[src/rtl/sd_init_sequencer.sv]
`default_nettype none
// ============================================================================
// Module   : sd_init_sequencer
// Brief    : Autonomous SDIO bring-up controller. Walks the card through
//            CMD0, CMD5 probe, CMD5 OCR poll, CMD3 and CMD7, then reports the
//            RCA, function count and memory-present flag to the host.
// Revision : 1.0 - initial release
// ============================================================================
module sd_init_sequencer #(
    parameter logic [23:0] OCR_VOLT    = 24'h300000,
    parameter int          RETRY_MAX   = 100,
    parameter int          GAP_CYCLES  = 1000,
    parameter int          CMD_TIMEOUT = 100000
) (
    input  logic         clk,
    input  logic         rst,
    input  logic         i_start,
    input  logic         i_card_detect,
    input  logic         i_sd_ready,
    output logic         o_busy,
    output logic         o_done,
    output logic         o_fail,
    output logic [3:0]   o_fail_code,
    output logic [15:0]  o_rca,
    output logic [2:0]   o_num_funcs,
    output logic         o_mem_present,
    output logic         o_cmd_en,
    output logic [5:0]   o_cmd,
    output logic [31:0]  o_cmd_arg,
    output logic         o_rsp_long_flag,
    input  logic         i_cmd_finished_en,
    input  logic [127:0] i_rsp,
    input  logic         i_error_flag,
    input  logic [7:0]   i_error
);

    typedef enum logic [2:0] {
        S_IDLE     = 3'd0,
        S_WAIT_RDY = 3'd1,
        S_ISSUE    = 3'd2,
        S_CHECK    = 3'd3,
        S_GAP      = 3'd4,
        S_DONE     = 3'd5,
        S_FAIL     = 3'd6
    } state_t;

    typedef enum logic [2:0] {
        STEP_CMD0  = 3'd0,
        STEP_PROBE = 3'd1,
        STEP_OCR   = 3'd2,
        STEP_CMD3  = 3'd3,
        STEP_CMD7  = 3'd4
    } step_t;

    localparam logic [3:0]  c_FAIL_NOCARD  = 4'd1;
    localparam logic [3:0]  c_FAIL_TIMEOUT = 4'd2;
    localparam logic [3:0]  c_FAIL_STACK   = 4'd3;
    localparam logic [3:0]  c_FAIL_RETRY   = 4'd4;
    localparam logic [3:0]  c_FAIL_VOLT    = 4'd5;
    localparam logic [3:0]  c_FAIL_REMOVED = 4'd6;

    // Terminal counts: each counter starts at 0, so the last value is N-1.
    localparam logic [19:0] c_TMO_LAST     = 20'(CMD_TIMEOUT - 1);
    localparam logic [19:0] c_GAP_LAST     = 20'(GAP_CYCLES - 1);
    localparam logic [7:0]  c_RETRY_MAX    = 8'(RETRY_MAX);

    state_t      r_state;
    step_t       r_step;
    logic [19:0] r_tmo_cnt;
    logic [19:0] r_gap_cnt;
    logic [7:0]  r_retry;
    logic [31:0] r_rsp;
    logic        r_err;

    logic [5:0]  w_cmd_idx;
    logic [31:0] w_cmd_arg;
    logic [7:0]  w_retry_next;

    // Stack-side error code and long-response bits carry no meaning here.
    logic        w_unused_bits;
    assign w_unused_bits   = ^{i_error, i_rsp[127:32]};

    assign o_rsp_long_flag = 1'b0;
    assign w_retry_next    = r_retry + 8'd1;

    // Command index and argument for the step about to be issued.
    always_comb begin
        w_cmd_idx = 6'd0;
        w_cmd_arg = 32'h0;
        case (r_step)
            STEP_CMD0:  begin w_cmd_idx = 6'd0; w_cmd_arg = 32'h0;             end
            STEP_PROBE: begin w_cmd_idx = 6'd5; w_cmd_arg = 32'h0;             end
            STEP_OCR:   begin w_cmd_idx = 6'd5; w_cmd_arg = {8'h00, OCR_VOLT}; end
            STEP_CMD3:  begin w_cmd_idx = 6'd3; w_cmd_arg = 32'h0;             end
            STEP_CMD7:  begin w_cmd_idx = 6'd7; w_cmd_arg = {o_rca, 16'h0};    end
            default:    begin w_cmd_idx = 6'd0; w_cmd_arg = 32'h0;             end
        endcase
    end

    // Bring-up sequencer: state, step, counters and all registered outputs.
    always_ff @(posedge clk or negedge rst) begin
        if (!rst) begin
            r_state       <= S_IDLE;
            r_step        <= STEP_CMD0;
            r_tmo_cnt     <= 20'd0;
            r_gap_cnt     <= 20'd0;
            r_retry       <= 8'd0;
            r_rsp         <= 32'h0;
            r_err         <= 1'b0;
            o_busy        <= 1'b0;
            o_done        <= 1'b0;
            o_fail        <= 1'b0;
            o_fail_code   <= 4'd0;
            o_rca         <= 16'h0;
            o_num_funcs   <= 3'd0;
            o_mem_present <= 1'b0;
            o_cmd_en      <= 1'b0;
            o_cmd         <= 6'd0;
            o_cmd_arg     <= 32'h0;
        end else if (r_state == S_IDLE || r_state == S_DONE || r_state == S_FAIL) begin
            if (i_start) begin
                o_done        <= 1'b0;
                o_rca         <= 16'h0;
                o_num_funcs   <= 3'd0;
                o_mem_present <= 1'b0;
                r_retry       <= 8'd0;
                if (!i_card_detect) begin
                    r_state     <= S_FAIL;
                    o_fail      <= 1'b1;
                    o_fail_code <= c_FAIL_NOCARD;
                end else begin
                    r_state     <= S_WAIT_RDY;
                    r_step      <= STEP_CMD0;
                    o_busy      <= 1'b1;
                    o_fail      <= 1'b0;
                    o_fail_code <= 4'd0;
                end
            end
        end else if (!i_card_detect) begin
            // Removal outranks any completion or timeout in the same cycle.
            r_state     <= S_FAIL;
            o_busy      <= 1'b0;
            o_fail      <= 1'b1;
            o_fail_code <= c_FAIL_REMOVED;
            o_cmd_en    <= 1'b0;
        end else begin
            case (r_state)
                S_WAIT_RDY: begin
                    if (i_sd_ready && !i_cmd_finished_en) begin
                        r_state   <= S_ISSUE;
                        r_tmo_cnt <= 20'd0;
                        o_cmd     <= w_cmd_idx;
                        o_cmd_arg <= w_cmd_arg;
                        o_cmd_en  <= 1'b1;
                    end
                end
                S_ISSUE: begin
                    r_tmo_cnt <= r_tmo_cnt + 20'd1;
                    if (i_cmd_finished_en) begin
                        r_state  <= S_CHECK;
                        r_rsp    <= i_rsp[31:0];
                        r_err    <= i_error_flag;
                        o_cmd_en <= 1'b0;
                    end else if (r_tmo_cnt == c_TMO_LAST) begin
                        r_state     <= S_FAIL;
                        o_busy      <= 1'b0;
                        o_fail      <= 1'b1;
                        o_fail_code <= c_FAIL_TIMEOUT;
                        o_cmd_en    <= 1'b0;
                    end
                end
                S_CHECK: begin
                    if (r_step != STEP_CMD0 && r_err) begin
                        r_state     <= S_FAIL;
                        o_busy      <= 1'b0;
                        o_fail      <= 1'b1;
                        o_fail_code <= c_FAIL_STACK;
                    end else begin
                        case (r_step)
                            STEP_CMD0: begin
                                r_step  <= STEP_PROBE;
                                r_state <= S_WAIT_RDY;
                            end
                            STEP_PROBE: begin
                                if ((r_rsp[23:0] & OCR_VOLT) == 24'h0) begin
                                    r_state     <= S_FAIL;
                                    o_busy      <= 1'b0;
                                    o_fail      <= 1'b1;
                                    o_fail_code <= c_FAIL_VOLT;
                                end else begin
                                    o_num_funcs   <= r_rsp[30:28];
                                    o_mem_present <= r_rsp[27];
                                    r_step        <= STEP_OCR;
                                    r_state       <= S_WAIT_RDY;
                                end
                            end
                            STEP_OCR: begin
                                if (r_rsp[31]) begin
                                    o_num_funcs   <= r_rsp[30:28];
                                    o_mem_present <= r_rsp[27];
                                    r_step        <= STEP_CMD3;
                                    r_state       <= S_WAIT_RDY;
                                end else if (w_retry_next == c_RETRY_MAX) begin
                                    r_retry     <= w_retry_next;
                                    r_state     <= S_FAIL;
                                    o_busy      <= 1'b0;
                                    o_fail      <= 1'b1;
                                    o_fail_code <= c_FAIL_RETRY;
                                end else begin
                                    r_retry   <= w_retry_next;
                                    r_gap_cnt <= 20'd0;
                                    r_state   <= S_GAP;
                                end
                            end
                            STEP_CMD3: begin
                                o_rca   <= r_rsp[31:16];
                                r_step  <= STEP_CMD7;
                                r_state <= S_WAIT_RDY;
                            end
                            STEP_CMD7: begin
                                r_state <= S_DONE;
                                o_busy  <= 1'b0;
                                o_done  <= 1'b1;
                            end
                            default: begin
                                r_state <= S_WAIT_RDY;
                            end
                        endcase
                    end
                end
                S_GAP: begin
                    r_gap_cnt <= r_gap_cnt + 20'd1;
                    if (r_gap_cnt == c_GAP_LAST) begin
                        r_state <= S_WAIT_RDY;
                    end
                end
                default: begin
                    r_state <= S_IDLE;
                    o_busy  <= 1'b0;
                end
            endcase
        end
    end

endmodule
`default_nettype wire

[config.mk]
export PLATFORM = sky130hd
export DESIGN_NAME = sd_init_sequencer
export DESIGN_NICKNAME = d
export VERILOG_FILES = /design/src/rtl/sd_init_sequencer.sv
export SDC_FILE = /design/constraint.sdc
export NUM_CORES = 1
export LEC_CHECK = 0
export CAP_MARGIN = 0
export CORE_AREA = 8 8 120 122
export DETAILED_ROUTE_END_ITERATION = 8
export DIE_AREA = 0 0 128 130
export HOLD_SLACK_MARGIN = 0.03
export PLACE_DENSITY_LB_ADDON = 0.15
export SKIP_CTS_REPAIR_TIMING = 1
export SKIP_LAST_GASP = 1
export SYNTH_ARGS = -nofsm -noshare
export SYNTH_HDL_FRONTEND = slang
export SYNTH_SLANG_ARGS = --single-unit
[constraint.sdc]
create_clock -name clk -period 4.1 [get_ports clk]
set_input_delay 0.82 -clock clk [delete_from_list [all_inputs] [get_ports clk]]
set_output_delay 0.82 -clock clk [all_outputs]
set_load 0.01 [all_outputs]
==> metrics.yaml <==
status: "finished, final reports clean"
leakagePower_nw: 3.33
ant_nets: 0
yosys.area.top_type_share_pct: 48.1
final-setup-viol-count: 0
final_estimated_routing_congestion_in_global_placement: 0.825
timing.final.ws_setup_ns: 1.20
placeableCoreArea_sq_um: 12400
layout_commonest_cell: "dfrtp_1"
top_level_ports: 210
maxSlewHeadroom_pct: 33.7
critical_path.max_fanout: 15
cp-end-kind: "flip-flop"
post-route-drc-count: 0
grt_setup_unrepaired: "no"
worstMarginPinSlew_ns: 0.995
first_global_vias: 4831
cap_violations: 0
yosys_most_used_dff: "dfrtp_1"
synth.cell_area_sq_um: 6090
post-place-ws_ns: 0.741
hold_viol_final: 0
final_util_pct: 59.5
drt_iter0_drc: 401
crit_chain: "ha_1 > a21oi_1 > o21ai_0 > a311oi_2 > nand3_1 > and2_0 > mux2i_1"
clock_skew_after_layout_ns: 0.0110
cts_tree: "built"
min-delay-path-class: "reg2reg"
synth.lib_cells_used.distinct: 64
routed-via-count: 4955
sinks_on_clock_net: 117
total_number_of_yosys_warnings: 0
antenna_cells_inserted: 0
total_number_of_h_tree_levels: 4
synth_enable_flop_cells: 0
global_route.overflow_total: 0
ys_seq_elements: 117
synthTopCellsByArea: "dfrtp_1, nand2_1, nand3_1, mux2_2, o21ai_0"
layout_overhead_on_the_synthesized_area_pct: 21.2
post_synth_inst_count: 648
finalNetCount: 858
worstPathBufferInverterCount: 0
max_freq_mhz: 345
floorplan.die_area_sq_um: 16600
power.total_mw: 4.63
max-clock-path-buffers: 2
dp_area_sq_um: 6840
crit_family: "simple AND/OR/NAND/NOR gates"
timing.final.crit_period_ns: 2.90
max-vdd-ir-drop_uv: 383
placed_wire_length_estimate_microns: 10200
track_usage_pct: 18.5
required_time_reported_for_the_critical_path_endpoint_ns: 4.38
final.period_utilization_pct: 70.6
clk_transition_reported_paths_ns: 0.06
die-width_microns: 128
critical_path.startpoint_type: "flip-flop"
via_per_inst: 5.53
cts_buffers: 17
floorplan.die.height_microns: 130
worst-r2r-setup-slack_ns: 1.20
layout-drive-gt1-share_pct: 10.4
critical_path_class: "reg2reg"
initial_antenna_violation_count: 0
fin_area_sq_um: 7380
grt_start_max_net_pins: 79
synth_seq_area_share_pct: 48.1
layout.cells.most_common_list: "dfrtp_1, nand2_1, clkdlybuf4s50_1"
grt_first_pass_wirelength_microns: 24500
critical_path.slowest_cell: "nand3_1"
wl_microns: 14800
setup-tns-final_ns: 0
clkLatencyLatePin_ns: 0.42
postSynth.asyncResetShare_pct: 100
total_power_density_per_cell_area_nw_per_um2: 627
syn_area_per_cell_sq_um: 9.40
cts.root.buffer_cell: "clkbuf_16"
numPortBuffers: 68
row_count: 41
firstDrtPassIters: 5
routed_wire_length_per_instance_microns: 16.5
start_util_pct: 49.1
timing.critical_path.arrival_ns: 3.17
cpPeakStageDelay_ns: 0.53
final_number_of_max_transition_violations: 0
synth_top_cell_by_area: "dfrtp_1"
-- cells in the mapped netlist, types with 9 or more instances --
master and count:
a21o_1 14, o21ai_0 39, a31oi_1 9, a21oi_1 21
o211ai_1 10, buf_4 23, nor3_1 18, mux2_2 20
xor2_1 14, nand4_1 10, nor2_1 48, inv_1 12
clkbuf_1 21, nand3_1 49, dfrtp_1 117, mux2i_1 11
nand2_1 93
-- per-layer routing --
metal  vias to the layer above  wire, microns  global-route usage (%)
li1                       2397              -                       -
met1                      2397           6700                    23.9
met2                       142           6780                    28.0
met3                        19           1060                    6.32
met4                         0            289                    7.62
met5                         -              0                       0
-- metrics by stage --
step / instances / hold slack [ns]
2_1_floorplan: 668 / 0.460
3_3_place_gp: 864 / 0.456
3_5_place_dp: 864 / 0.462
4_1_cts: 896 / 0.481
5_1_grt: 896 / 0.504
6_report: 896 / 0.475
-- path summary, 6_finish.rpt --
check / from / to / depth (start not counted)
min in group asynchronous: rst / r_gap_cnt[13] / 1
worst min-delay path: o_mem_present / o_mem_present / 2
max in group asynchronous: rst / r_tmo_cnt[9] / 2
worst max register to register: r_retry[0] / r_gap_cnt[1] / 7
worst min register to register: o_mem_present / o_mem_present / 2
worst max-delay path: r_retry[0] / r_gap_cnt[1] / 7
-- power breakdown --
group,switching (mW),internal (mW)
Sequential,0.317,1.43
Clock,0.563,0.793
Combinational,0.830,0.701
Total,1.71,2.92
-- cell type report --
class	count	area [sq um]
fillers	1082	5030
inverters	13	48.8
repair buffers	77	746
multi-input cells	485	2900
clock buffers	19	443
flip-flops and latches	117	2930
clock inverters	13	98.8
well taps	172	215
-- kinds of logic (layout without fill, tap and decap cells) --
family	count (synthesis)	in the layout	share of synthesized area (%)
AND/OR/NAND/NOR	280	280	22.6
AO/OA/AOI/OAI	126	126	13.9
flip-flops	117	117	48.1
buffers and inverters	66	122	5.63
multiplexers	34	34	6.06
XOR/XNOR	20	20	2.88
adder cells (fa/ha/maj)	4	4	0.822
other	1	21	0.0616
-- worst reg2reg max path, stage by stage (launching register included) --
cell	delay, ns
dfrtp_1	0.49
ha_1	0.36
a21oi_1	0.17
o21ai_0	0.11
a311oi_2	0.44
nand3_1	0.53
and2_0	0.48
mux2i_1	0.18
-- sequential cells by signal (all words and copies together), names as in the netlist --
name and cells:
o_cmd_arg 16, r_retry 8, r_err 1, o_fail_code 3
o_rca 16, r_gap_cnt 20, o_done 1, r_tmo_cnt 20
r_rsp 16, o_num_funcs 3, o_mem_present 1, r_state 3
r_step 3, o_busy 1, o_cmd 3, o_fail 1
o_cmd_en 1
Power figures use the tool's default switching activity.
